File: src/rtl/aes_round_downcounter.sv
// rtl/aes_round_downcounter.sv - AES round down-counter with start/done handshake
// Optional round-constant output enabled by macro AES_ROUND_RCON_EN.
module aes_round_downcounter #(
    parameter int NR = 10
) (
    input  logic       clk,
    input  logic       rst,
    input  logic       start,
    input  logic       adv,
    output logic [3:0] rnd,
    output logic       busy,
    output logic       first_round,
    output logic       final_round,
`ifdef AES_ROUND_RCON_EN
    output logic       done,
    output logic [7:0] rcon
`else
    output logic       done
`endif
);

    typedef enum logic [1:0] {
        S_IDLE = 2'd0,
        S_RUN  = 2'd1,
        S_DONE = 2'd2
    } state_e;

    localparam logic [3:0] NR_L = 4'(NR);

    state_e     state_q, state_d;
    logic [3:0] rnd_q, rnd_d;

    always_ff @(posedge clk or negedge rst) begin
        if (!rst) begin
            state_q <= S_IDLE;
            rnd_q   <= 4'd0;
        end else begin
            state_q <= state_d;
            rnd_q   <= rnd_d;
        end
    end

    always_comb begin
        state_d = state_q;
        rnd_d   = rnd_q;
        case (state_q)
            S_IDLE: begin
                rnd_d = 4'd0;
                // start wins over adv here: the count loads NR, never NR-1
                if (start) begin
                    rnd_d   = NR_L;
                    state_d = S_RUN;
                end
            end
            S_RUN: begin
                if (adv) begin
                    if (rnd_q > 4'd1) begin
                        rnd_d = rnd_q - 4'd1;
                    end else begin
                        rnd_d   = 4'd0;
                        state_d = S_DONE;
                    end
                end
            end
            S_DONE: begin
                rnd_d   = 4'd0;
                state_d = S_IDLE;
            end
            default: begin
                rnd_d   = 4'd0;
                state_d = S_IDLE;
            end
        endcase
    end

    assign rnd         = rnd_q;
    assign busy        = (state_q == S_RUN);
    assign first_round = (state_q == S_RUN) && (rnd_q == NR_L);
    assign final_round = (state_q == S_RUN) && (rnd_q == 4'd1);
    assign done        = (state_q == S_DONE);

`ifdef AES_ROUND_RCON_EN
    logic [7:0] rcon_q, rcon_d;

    function automatic logic [7:0] xtime(input logic [7:0] v);
        return {v[6:0], 1'b0} ^ (v[7] ? 8'h1B : 8'h00);
    endfunction

    always_ff @(posedge clk or negedge rst) begin
        if (!rst) begin
            rcon_q <= 8'h00;
        end else begin
            rcon_q <= rcon_d;
        end
    end

    // DONE keeps the last xtime result; the value clears on the way into IDLE
    always_comb begin
        rcon_d = rcon_q;
        case (state_q)
            S_IDLE:  rcon_d = start ? 8'h01 : 8'h00;
            S_RUN:   rcon_d = adv ? xtime(rcon_q) : rcon_q;
            S_DONE:  rcon_d = 8'h00;
            default: rcon_d = 8'h00;
        endcase
    end

    assign rcon = rcon_q;
`endif

endmodule

File: config.mk
export PLATFORM = sky130hd
export DESIGN_NAME = aes_round_downcounter
export DESIGN_NICKNAME = d
export VERILOG_FILES = /design/src/rtl/aes_round_downcounter.sv
export SDC_FILE = /design/constraint.sdc
export NUM_CORES = 1
export LEC_CHECK = 0
export BUFFER_PORTS_ARGS = -buffer_cell sky130_fd_sc_hd__buf_2
export CORE_AREA = 2 2 39 41
export DETAILED_ROUTE_END_ITERATION = 16
export DIE_AREA = 0 0 41 43
export GPL_ROUTABILITY_DRIVEN = 0
export PLACE_DENSITY = 0.56
export SYNTH_ARGS = -nofsm -noshare
export SYNTH_HDL_FRONTEND = slang
export SYNTH_SLANG_ARGS = --single-unit
File: constraint.sdc
create_clock -name clk -period 2.55 [get_ports clk]
set_input_delay 0.255 -clock clk [delete_from_list [all_inputs] [get_ports clk]]
set_output_delay 0.255 -clock clk [all_outputs]
set_load 0.1 [all_outputs]
# [After elaboration in Yosys (flattened, before gate mapping)]
# Index checks and enable logic that the tools add are counted.
[word_totals] register_bits=6 in_bits=4 out_inout_bits=8 elab_cells=23
[classes] add_sub_neg=1 n_lt_le_gt_ge=1 eq_ne=7 mux=8 reduce_logical=4
[ops] op="$mux W4" count=3
[ops] op="$pmux W4 S2" count=1
[ops] op="$mux W2" count=3
[ops] op="$ne A2 B2 Y1 const B" count=3
[ops] op="$eq A4 B1 Y1 const B" count=1
[ops] op="$eq A4 B4 Y1 const B" count=1
[ops] op="$gt A4 B1 Y1 const B" count=1
[ops] op="$pmux W2 S2" count=1
[ops] op="$sub A4 B1 Y4 const B" count=1
[ops] op="$reduce_and A3 Y1" count=1
[ops] op="$eq A2 B1 Y1 const B" count=1
[ops] op="$eq A2 B2 Y1 const B" count=1
[ops] op="$logic_and A1 B1 Y1" count=2
[ops] op="$logic_not A2 Y1" count=1

# [Longest topological paths before layout]
[depth] ltp_word=4 mapped_depth=5 mapped_depth_nobuf=5

# [Least setup slack after synthesis]
# OpenSTA, ideal clock, no wires.
[synth_timing] path_kind="reg-to-output" startpoint="register rnd_q[0], in the netlist rnd[0]" endpoint="output final_round" arrival_time_ns=4.415 required_ns=2.295 slack_ns=-2.120 path_stages_with_launch=3 n_path_buf=0 path_cell_list="dfrtp_1 > ha_1 > nor4b_1"
[synth_via] elab_chain_cells=2
[synth_rtl] element="start, declared" line_no="31" text="logic [3:0] rnd_q, rnd_d;"
[synth_rtl] element="start signal, assigned" line_no="39" text="rnd_q <= rnd_d;"
[synth_rtl] element="$eq A4 B1 Y1" line_no="79" text="assign final_round = (state_q == S_RUN) && (rnd_q == 4'd1);"
[synth_rtl] element="$logic_and A1 B1 Y1" line_no="79"
[synth_rtl] element="end, declared" line_no="13" text="output logic final_round,"
# No other way between the ends.

# [Worst setup path in the final report]
[layout_timing] startpoint="register rnd_q[1], in the netlist rnd[1]" endpoint="output final_round"
# Same word-level chain as after synthesis.

==> reports/metrics.json <==
{
  "status": {"value": "finished, final reports clean"},
  "yosys_warnings": {"value": 0},
  "synthesis.area": {"value": 371.6, "unit": "µm²"},
  "setup.worst_path.start_class": {"value": "flip-flop"},
  "pin_count_of_the_biggest_net_entering_global_routing": {"value": 10},
  "crit_arrival": {"value": 1.63, "unit": "ns"},
  "grt.overflow.total": {"value": 0},
  "period_minus_slack": {"value": 1.887, "unit": "ns"},
  "grt_antenna_before_repair": {"value": 0},
  "hold_ws": {"value": 0.3535, "unit": "ns"},
  "dr.pass1.iters": {"value": 4},
  "final_setup_vio_count": {"value": 0},
  "critical_path_class": {"value": "flip-flop to primary output"},
  "chipWidth": {"value": 41, "unit": "µm"},
  "initialDrtViolationCount": {"value": 5},
  "syn-instance-count": {"value": 38},
  "drv_slew": {"value": 0},
  "clock_path_buffers": {"value": 2},
  "dieArea": {"value": 1763, "unit": "µm²"},
  "antenna_cells": {"value": 0},
  "dr_total_vias": {"value": 339},
  "synth_enable_flop_cells": {"value": 0},
  "share_of_post_route_cells_with_drive_strength_above_1": {"value": 32.08, "unit": "%"},
  "grt_util_all_layers": {"value": 11.73, "unit": "%"},
  "place_ws": {"value": 0.9158, "unit": "ns"},
  "asyncSetResetFlopFracSynth": {"value": 100.0, "unit": "%"},
  "finalClockSkew": {"value": 0.002741, "unit": "ns"},
  "fmax": {"value": 0.5299, "unit": "GHz"},
  "use_met3": {"value": 1.571, "unit": "%"},
  "wl_per_cell": {"value": 12.13, "unit": "µm"},
  "setup_slack": {"value": 0.6627, "unit": "ns"},
  "cts_root_buffer": {"value": "sky130_fd_sc_hd__clkbuf_4"},
  "reg2reg_slack": {"value": 1.03, "unit": "ns"},
  "ordered_list_of_cells_on_the_worst_path": {"value": "inv_1 -> ha_1 -> nor4b_4 -> buf_2"},
  "post_cts_resized": {"value": 0},
  "boundaryPins": {"value": 12},
  "place_hpwl": {"value": 656.2, "unit": "µm"},
  "worstPathMaxFanout": {"value": 5},
  "clkTransAtPathRegs": {"value": 0.04, "unit": "ns"},
  "rsz_0062_raised_after_global_routing": {"value": "false"},
  "max_slew.worst_pin.slew": {"value": 0.4856, "unit": "ns"},
  "required": {"value": 2.30, "unit": "ns"},
  "relSlewSlack": {"value": 67.85, "unit": "%"},
  "core_area": {"value": 1384, "unit": "µm²"},
  "nets": {"value": 62},
  "cpLargestDelayFamily": {"value": "buffers and inverters"},
  "post-route-period-util": {"value": 74.01, "unit": "%"},
  "initial_core_util": {"value": 26.85, "unit": "%"},
  "synthFlopType": {"value": "sky130_fd_sc_hd__dfrtp_1"},
  "die_y": {"value": 43, "unit": "µm"},
  "critical_path_buf_inv_count": {"value": 2},
  "layout.filler_cells": {"value": 148},
  "clock_sinks": {"value": 6},
  "rows": {"value": 14},
  "end_kind": {"value": "primary output"},
  "grt_pass1_vias": {"value": 328},
  "avgViaCountPerCell": {"value": 4.913},
  "worstSkewPairLatency": {"value": 0.24, "unit": "ns"},
  "finalHoldViolCount": {"value": 0},
  "grt_util_met2": {"value": 15.94, "unit": "%"},
  "syn-mean-instance-area": {"value": 9.779, "unit": "µm²"},
  "synth-seq-area-share": {"value": 40.40, "unit": "%"},
  "detail_route.wirelength": {"value": 837, "unit": "µm"},
  "syn_to_final_growth": {"value": 36.03, "unit": "%"},
  "number_of_distinct_library_cells_after_synthesis": {"value": 20},
  "tritoncts": {"value": "yes"},
  "placement.io_buffers": {"value": 11},
  "global_route.peak_usage_layer": {"value": "met2"},
  "cts_made_buffers": {"value": 3},
  "drc_errors": {"value": 0},
  "max_cap_viol_count": {"value": 0},
  "biggest_cell_delay_along_the_critical_path": {"value": 0.46, "unit": "ns"},
  "global_route.usage.met1": {"value": 15.46, "unit": "%"},
  "drt.antenna.violating_nets": {"value": 0},
  "crit_slowest_cell": {"value": "sky130_fd_sc_hd__buf_2"},
  "ys_ff_latch": {"value": 6},
  "timing.hold.worst.class": {"value": "input port to flip-flop"},
  "synthesis.nets": {"value": 45},
  "htree_num_levels": {"value": 1},
  "grt_pass1_wl": {"value": 1359, "unit": "µm"}
}
## cells by family (layout without fill, tap and decap cells)
group,after synthesis,count (layout),share of synthesized area [%]
buffers and inverters,4,19,4.039
and+or+nand+nor,16,16,28.29
AOI/OAI and AO/OA,8,8,14.48
adders and majority gates,3,3,10.10
DFF,6,6,40.40
muxes,1,1,2.694
## worst paths after layout
kind	from	end	depth (start not counted)
setup reg to reg	rnd[0]$_DFFE_PN0P_	rnd[1]$_DFFE_PN0P_	5
hold reg to reg	state_q[0]$_DFFE_PN0P_	rnd[3]$_DFFE_PN0P_	1
min in group asynchronous	rst	rnd[1]$_DFFE_PN0P_	2
setup / recovery	rnd[1]$_DFFE_PN0P_	final_round	4
hold / removal	adv	rnd[0]$_DFFE_PN0P_	3
max in group asynchronous	rst	state_q[1]$_DFFE_PN0P_	2
## cell usage in the layout, fill, tap and decap left out
cell type / n
sky130_fd_sc_hd__nor3_1: 1
sky130_fd_sc_hd__nor2b_1: 1
sky130_fd_sc_hd__dfrtp_1: 6
sky130_fd_sc_hd__nor4b_4: 2
sky130_fd_sc_hd__nand2_1: 5
sky130_fd_sc_hd__dlygate4sd3_1: 1
sky130_fd_sc_hd__a31oi_1: 1
sky130_fd_sc_hd__nand4b_1: 1
sky130_fd_sc_hd__nand2b_1: 3
sky130_fd_sc_hd__o22ai_1: 1
sky130_fd_sc_hd__a21o_1: 1
sky130_fd_sc_hd__o31ai_1: 1
sky130_fd_sc_hd__nor2_1: 1
sky130_fd_sc_hd__inv_1: 4
sky130_fd_sc_hd__buf_2: 11
sky130_fd_sc_hd__nor3_4: 1
sky130_fd_sc_hd__o21bai_1: 1
sky130_fd_sc_hd__mux2i_1: 1
sky130_fd_sc_hd__clkbuf_4: 3
sky130_fd_sc_hd__a21oi_1: 2
sky130_fd_sc_hd__ha_1: 3
sky130_fd_sc_hd__and3_1: 1
sky130_fd_sc_hd__o311ai_0: 1
## routing by layer
metal | part of all wire [%] | vias up
met5 | 0 | -
met4 | 1.8 | 0
met3 | 3.2 | 2
met2 | 50 | 9
met1 | 45 | 161
li1 | - | 167
## final cells by class
type / count / area, µm² / area share (%)
Clock buffer: 3 / 22.52 / 4.455
Inverter: 4 / 15.01 / 2.970
Multi-Input combinational cell: 28 / 232.7 / 46.04
Sequential cell: 6 / 150.1 / 29.70
Tap cell: 16 / 20.02 / 3.960
Timing Repair Buffer: 12 / 65.06 / 12.87
## state kept, by name, indices dropped and copies added (netlist names)
name / count
state_q: 2
rnd: 4
## Yosys cell counts (all sizes together), types with 2 or more instances
master	count	area (µm²)
nor4b	2	32.53
nand2b	3	18.77
ha	3	37.54
inv	4	15.01
a21oi	2	10.01
nand2	5	18.77
nor3	2	10.01
dfrtp	6	150.1
## timing repair
item                      in CTS  in global routing
hold endpoints to repair       6                  0
hold buffers                   1                  0
buffers inserted               0                  0
## metrics by stage
stage               setup TNS (ns)  cell area [µm²]  instances  utilization (%)
global placement                 0            473.0         65            34.18
CTS                              0            505.5         69            36.53
global route                     0            505.5         69            36.53
finish                           0            505.5         69            36.53
floorplan                 -0.05766            397.9         38                -
detailed placement               0            473.0         65            34.18
## worst min-delay path: cells and delay by family
| kind | cells | cell delay [ns] |
|---|---|---|
| buf+inv | 1 | 0.15 |
| simple gates | 1 | 0.08 |
| compound gates | 1 | 0.07 |
Power is not shown: default switching activity piles up to over one toggle a cycle in this logic, so the estimate is an artifact.
